===== config.mk =====
export PLATFORM = sky130hd
export DESIGN_NAME = adxl362_clock_controller
export DESIGN_NICKNAME = d
export VERILOG_FILES = /design/src/rtl/adxl362_clk_pkg.sv /design/src/rtl/adxl362_tick_divider.sv /design/src/rtl/adxl362_clock_controller.sv
export SDC_FILE = /design/constraint.sdc
export NUM_CORES = 1
export LEC_CHECK = 0
export ABC_AREA = 1
export BUFFER_PORTS_ARGS = -buffer_cell sky130_fd_sc_hd__buf_2
export CORE_ASPECT_RATIO = 2
export CORE_MARGIN = 2
export CORE_UTILIZATION = 62
export CTS_BUF_LIST = sky130_fd_sc_hd__clkbuf_4
export DETAILED_ROUTE_END_ITERATION = 10
export PLACE_DENSITY_LB_ADDON = 0.3
export SLEW_MARGIN = 20
export SYNTH_ARGS = -nofsm -noshare
export SYNTH_HDL_FRONTEND = slang
export SYNTH_SLANG_ARGS = --single-unit

===== constraint.sdc =====
create_clock -name clk -period 2.6 [get_ports clk]
set_input_delay 0.13 -clock clk [delete_from_list [all_inputs] [get_ports clk]]
set_output_delay 0.13 -clock clk [all_outputs]
set_load 0.01 [all_outputs]

===== src/rtl/adxl362_clk_pkg.sv =====
// rtl/adxl362_clk_pkg.sv - shared state encoding and rate constants for the ADXL362 clock controller
package adxl362_clk_pkg;

  typedef enum logic [1:0] {
    ST_HOLD = 2'd0,
    ST_IDLE = 2'd1,
    ST_RUN  = 2'd2
  } clk_state_t;

  // 100 MHz / 1953 gives the 51.2 kHz base rate
  localparam int DEFAULT_BASE_DIV = 1953;

  // Base-tick divide ratios for the ADXL362 output data rates
  localparam int ODR_400HZ  = 128;
  localparam int ODR_200HZ  = 256;
  localparam int ODR_100HZ  = 512;
  localparam int ODR_50HZ   = 1024;
  localparam int ODR_25HZ   = 2048;
  // Needs a divider field of at least 13 bits
  localparam int ODR_12P5HZ = 4096;

endpackage


===== src/rtl/adxl362_tick_divider.sv =====
// rtl/adxl362_tick_divider.sv - one sample-rate channel counting base wraps
module adxl362_tick_divider #(
  parameter int DIV_W = 12
) (
  input  logic             clk,
  input  logic             rst,
  input  logic             advance,
  input  logic             clear,
  input  logic [DIV_W-1:0] div,
  output logic             tick
);

  logic [DIV_W-1:0] cnt;
  logic             hit;

  // Greater-or-equal compare lets a lowered ratio fire at the next wrap and keeps cnt bounded
  assign hit = (div != '0) && (cnt >= (div - 1'b1));

  // Count base wraps; the tick is still emitted on a wrap that coincides with a clear
  always_ff @(posedge clk) begin
    if (rst) begin
      cnt  <= '0;
      tick <= 1'b0;
    end else begin
      tick <= advance && hit;
      if (clear) begin
        cnt <= '0;
      end else if (advance) begin
        cnt <= (hit || (div == '0)) ? '0 : cnt + 1'b1;
      end
    end
  end

endmodule


===== src/rtl/adxl362_clock_controller.sv =====
// rtl/adxl362_clock_controller.sv - base tick, per-channel sample ticks and stretched reset
module adxl362_clock_controller
  import adxl362_clk_pkg::*;
#(
  parameter int BASE_DIV   = DEFAULT_BASE_DIV,
  parameter int NUM_CH     = 4,
  parameter int DIV_W      = 12,
  parameter int RESET_HOLD = 16
) (
  input  logic                    clk,
  input  logic                    rst,
  input  logic                    enable,
  input  logic [NUM_CH*DIV_W-1:0] ch_div,
  output logic                    base_tick,
  output logic [NUM_CH-1:0]       ch_tick,
  output logic                    sys_rst,
  output logic                    ready
);

  localparam int BASE_W = $clog2(BASE_DIV);
  localparam int HOLD_W = $clog2(RESET_HOLD + 1);
  localparam logic [BASE_W-1:0] BASE_LAST = BASE_W'(BASE_DIV - 1);
  localparam logic [HOLD_W-1:0] HOLD_LAST = HOLD_W'(RESET_HOLD - 1);

  clk_state_t        state_q;
  clk_state_t        state_d;
  logic [BASE_W-1:0] base_cnt;
  logic [HOLD_W-1:0] hold_cnt;
  logic              en_q;
  logic              wrap;
  logic              run_wrap;
  logic              ch_clear;

  assign wrap     = (base_cnt == BASE_LAST);
  assign run_wrap = (state_q == ST_RUN) && wrap;
  assign ch_clear = (state_d != ST_RUN);

  // State register
  always_ff @(posedge clk) begin
    if (rst) begin
      state_q <= ST_HOLD;
    end else begin
      state_q <= state_d;
    end
  end

  // Next state: leave HOLD on the last wrap of the hold, follow the registered enable otherwise
  always_comb begin
    state_d = state_q;
    case (state_q)
      ST_HOLD: if (wrap && (hold_cnt == HOLD_LAST)) state_d = ST_IDLE;
      ST_IDLE: if (en_q) state_d = ST_RUN;
      ST_RUN:  if (!en_q) state_d = ST_IDLE;
      default: state_d = ST_HOLD;
    endcase
  end

  // Base/hold counters, base strobe and the stretched reset outputs
  always_ff @(posedge clk) begin
    if (rst) begin
      base_cnt  <= '0;
      hold_cnt  <= '0;
      en_q      <= 1'b0;
      base_tick <= 1'b0;
      sys_rst   <= 1'b1;
      ready     <= 1'b0;
    end else begin
      en_q      <= enable;
      base_tick <= run_wrap;
      case (state_q)
        ST_HOLD: begin
          if (state_d == ST_IDLE) begin
            base_cnt <= '0;
            hold_cnt <= '0;
            sys_rst  <= 1'b0;
            ready    <= 1'b1;
          end else begin
            base_cnt <= wrap ? '0 : base_cnt + 1'b1;
            if (wrap) hold_cnt <= hold_cnt + 1'b1;
          end
        end
        ST_RUN: begin
          base_cnt <= (wrap || (state_d != ST_RUN)) ? '0 : base_cnt + 1'b1;
          hold_cnt <= '0;
        end
        default: begin
          base_cnt <= '0;
          hold_cnt <= '0;
        end
      endcase
    end
  end

  for (genvar g = 0; g < NUM_CH; g++) begin : g_ch
    adxl362_tick_divider #(
      .DIV_W (DIV_W)
    ) u_div (
      .clk     (clk),
      .rst     (rst),
      .advance (run_wrap),
      .clear   (ch_clear),
      .div     (ch_div[g*DIV_W +: DIV_W]),
      .tick    (ch_tick[g])
    );
  end

endmodule


# Yosys cells after proc, flatten, opt, wreduce, memory -nomap -nowiden
# Cells that the tools add are included.
# word_totals
reg_bits,74
inputBits,51
out_inout_bits,7
# classes
addsub,10
order_cmp,4
n_eq_ne,6
mux,12
n_bitwise,1
n_reduce_logical,27
# op_table
operator,count
$add 12x1->12 const B,4
$ge 12x12->1,4
$logic_not 12->1,4
$mux 12,4
$reduce_bool 12->1,4
$sub 12x1->12 const B,4
$mux 11,3
$pmux 11 s2,1
$add 11x1->11 const B,1
$eq 11x11->1 const B,1
$logic_and 1x1->1,10
$mux 2,3
$pmux 2 s3,1
$add 5x1->5 const B,1
$eq 5x4->1 const B,1
$logic_or 1x1->1,5
$eq 2x1->1 const B,2
$reduce_or 3->1,1
$eq 2x2->1 const B,1
$logic_not 2->1,1
$ne 2x2->1 const B,1
$reduce_and 2->1,1
$reduce_or 2->1,1
$not 1->1,1

# Depth between registers and ports, before layout
# logic_depth
depth_word,8
mapped_depth,18

# Modules after synthesis
# Synthesis repeated with hierarchy kept, for this count alone.
# unflattened
hier_cells,814
hier_area_um2,5701.7
# modules_own_cells
mod,instances,cells_each,area_per_inst_um2
adxl362_tick_divider,4,166,1157.4
adxl362_clock_controller,1,150,1072.3

# Least setup slack after synthesis
# Ideal clock, no wire load.
# synth_path
path_kind,input to register
start,input port ch_div[24]
end,register g_ch[2].u_div.cnt[6]
setup_time_ns,0.116
arrival_ns,2.090
slack_ns,0.394
path_stages,18
n_path_buf,1
path_cell_list,inv_1 ha_1 nand4_1 nor3_1 nand3_1 xor2_1 inv_1 ha_1 nand2_1 nor2_1 nand2_1 nor2_1 nand2_1 nand3_1 nand2_1 nand2_1 buf_4 nor2_1
# synth_via
elab_chain_cells,5
word_cells_on_any_way,7
classes_between,1 x add/sub; 1 x order compare; 1 x mux; 4 x reduce/logical
# synth_rtl
item,line_no,text
"start, declared",adxl362_clock_controller.sv:13,"input logic [NUM_CH*DIV_W-1:0] ch_div,"
$sub 12x1->12,adxl362_tick_divider.sv:17,assign hit = (div != '0) && (cnt >= (div - 1'b1));
$ge 12x12->1,adxl362_tick_divider.sv:17,
$logic_and 1x1->1,adxl362_tick_divider.sv:17,
$logic_or 1x1->1 *,adxl362_tick_divider.sv:29,cnt <= (hit || (div == '0)) ? '0 : cnt + 1'b1;
$mux 12 *,adxl362_tick_divider.sv:29,
"end signal, assigned",adxl362_tick_divider.sv:29,
"end, declared",adxl362_tick_divider.sv:13,logic [DIV_W-1:0] cnt;
# Every way passes the cells marked *; elsewhere a longest branch is shown, timed or not.
# A chain may end at the register's enable or synchronous reset.

# Final worst setup path
# layout_path
start,input port ch_div[24]
end,register g_ch[2].u_div.cnt[10]
# Same word-level chain as after synthesis.

==> impl_results.md <==
* Status: finished clean
* Unrepaired setup endpoints after global routing: false
* Gr ovfl total at 0
* Register-to-Register Path Depth at 9
* Die ar. at 10080 um2
* Busiest grt layer: met2
* Row count at 49
* CP endpoint: g_ch[2].u_div.cnt[10]$_SDFFE_PP0P_
* Core ar. at 9012 um2
* Worst setup SP type: input port
* Clk_lat worst skew at 0.42 ns
* DRC at 0
* Flops & latches, synth at 74
* Max-slew violation count at 0
* H-tree depth at 3
* Avg Cell Area, Syn at 6.683 um2
* Port buffer count at 57
* Seq/Total Area, Yosys at 25.83%
* Crit path max fanout at 6
* Via density at 5.036
* Leakage power at 0.002989 uW
* TritonCTS clock tree: yes
* Drt wl/cell at 10.80 um
* Final core utilization at 69.80%
* Relative slew slack at 71.85%
* Pre-CTS worst setup slack at 0.1083 ns
* Die W at 72 um
* Setup violators final at 0
* Fillers at 835
* Worst endpoint data arrival time at 2.35 ns
* Max Cap Viol at 0
* Antenna violations before repair at 0
* Share of cells above drive strength 1 at 12.62%
* Final ANT Viol Nets at 0
* Reg2reg end: g_ch[2].u_div.cnt[9]$_SDFFE_PP0P_
* Placed cells at 1018
* Effective utilization at floorplan at 63.63%
* Synthesized net count at 973
* Pin count of the biggest net entering global routing at 28
* Clk pin slew, worst setup/hold paths at 0.12 ns
* Worst hold path class: in -> reg
* Crit Reg-Reg Startpoint: base_cnt[0]$_SDFF_PP0_
* Final period util at 78.41%
* Clock buffer depth at 2
* Synth cell types at 30
* Final setup margin at 0.5614 ns
* Clock sinks at 74
* Clock root buffer: clkbuf_4
* Origin of the worst setup path: ch_div[24]
* I/O pin cnt at 58
* CP Capture Type: register
* DRT iter0 DRCs at 174
* Syn. warnings at 0
* R2r setup slk at 0.71 ns
* CTS buffer count at 9
* Synth Instances at 858
* Mapped cell area at 5734 um2
* Most frequent cells in the layout: nand2_1, inv_1, nor2_1
* Layout area overhead at 9.710%
* Post-DP HPWL at 9334 um
* Slew @ Worst Pin at 0.4218 ns
* Final net count at 1045
* Number of global-route vias before repair at 5035
* Finished Layout Cells at 1038
* Pwr Density at 318.6 nW/um2
* DR pass1 iterations at 4
* DR vias at 5227
* PostCTS Resize Cnt at 0
* Die Y at 140.0 um
* Met3 Use GR at 4.101%
* Setup TNS at 0 ns
* Clk_skew at 0.01563 ns
* Total Power at 2004 uW
* GRT Util Overall at 24.32%
* Crit path kind: in -> reg
* Peak supply drop at 342.3 uV
* Global routing met1 resource utilization at 22.97%
* WHS Path Cells at 5
* Most common cell after layout, fill and taps aside: nand2_1
* Final min period at 2.039 ns
* Post-Route WL at 11210 um
* First-pass GRT wire length at 19910 um
* Req. time, crit path at 2.91 ns
* Hold Vio Cnt, Final at 0
* Fmax at 0.4905 GHz
* Met2 GRT Util at 48.54%
* Routability Congestion at 0.8494
state kept, by name (all words and copies together), names as in the netlist:
signal / count
g_ch.u_div.cnt: 48
hold_cnt: 5
state_q: 2
en_q: 1
sys_rst: 1
g_ch.u_div.tick: 4
ready: 1
base_tick: 1
base_cnt: 11
stage by stage:
stage | instance area, um2 | hold WS [ns]
2_1_floorplan | 5734 | 0.1991
3_3_place_gp | 6145 | 0.3427
3_5_place_dp | 6145 | 0.3455
4_1_cts | 6289 | 0.1006
5_1_grt | 6289 | 0.1418
6_report | 6291 | 0.1207
worst min-delay path by stage:
stage	start	to	slack, ns
floorplan	rst	ready$_SDFFE_PP0P_	0.20
global placement	enable	en_q$_SDFF_PP0_	0.34
detailed placement	enable	en_q$_SDFF_PP0_	0.35
CTS	ch_div[11]	g_ch[0].u_div.tick$_SDFF_PP0_	0.10
global route	ch_div[23]	g_ch[1].u_div.tick$_SDFF_PP0_	0.14
finish	ch_div[11]	g_ch[0].u_div.tick$_SDFF_PP0_	0.12
cell usage after synthesis, drive strengths merged:
cell / count / area share [%]
a21oi: 23 / 2.0
dfxtp: 74 / 26
nand3: 52 / 4.8
o211ai: 1 / 0.13
o21ai: 8 / 0.70
ha: 64 / 14
buf: 13 / 1.9
nor3: 24 / 2.2
nor2: 148 / 11
nor3b: 3 / 0.39
nand4: 12 / 1.6
or2: 3 / 0.33
nand2: 216 / 15
xor2: 52 / 7.9
inv: 140 / 9.2
nor4: 2 / 0.22
nand3b: 5 / 0.65
xnor2: 18 / 2.7
repair_timing:
action / in CTS / in global routing
hold buffers: 3 / 0
endpoints found under the hold margin: 3 / 0
setup buffers: 0 / 0
area by class of cell:
type	instances	area, um2	share of cell area, %
Timing Repair Buffer	74	420.4	6.683
Antenna cell	1	2.502	0.03978
Multi-Input combinational cell	631	3620	57.54
Inverter	140	525.5	8.353
Clock inverter	5	31.28	0.4972
Clock buffer	11	82.58	1.313
Tap cell	102	127.6	2.029
Sequential cell	74	1481	23.55
power breakdown:
part	internal (uW)	total, uW	switching [uW]
clock network	215	614	398
logic	110	248	138
registers	1140	1140	3.54
total	1460	2000	540
routing by layer:
metal  vias up  part of all wire (%)
met5         -                     0
li1       2798                     -
met3        26                   1.8
met4         0                   3.1
met1      2349                    37
met2        54                    58
critical path: stages:
cell and delay, ns:
buf_2 0.10, inv_1 0.09, ha_1 0.19, nand4_1 0.15
nor3_1 0.23, nand3_1 0.12, xor2_1 0.15, inv_1 0.05
ha_1 0.26, nand2_1 0.06, nor2_1 0.14, nand2_1 0.06
nor2_1 0.09, nand2_1 0.07, nand3_1 0.08, nand2_1 0.05
nand2_1 0.10, buf_4 0.16, nor2_1 0.05
kinds of logic after synthesis:
family          Yosys count  share of synthesized area, %
flops                    74                         25.83
xor+xnor                 70                         10.69
simple gates            465                         35.63
buf+inv                 153                         11.04
compound gates           32                         2.837
fa+ha+maj                64                         13.96
(Power assumes the default switching activity.)
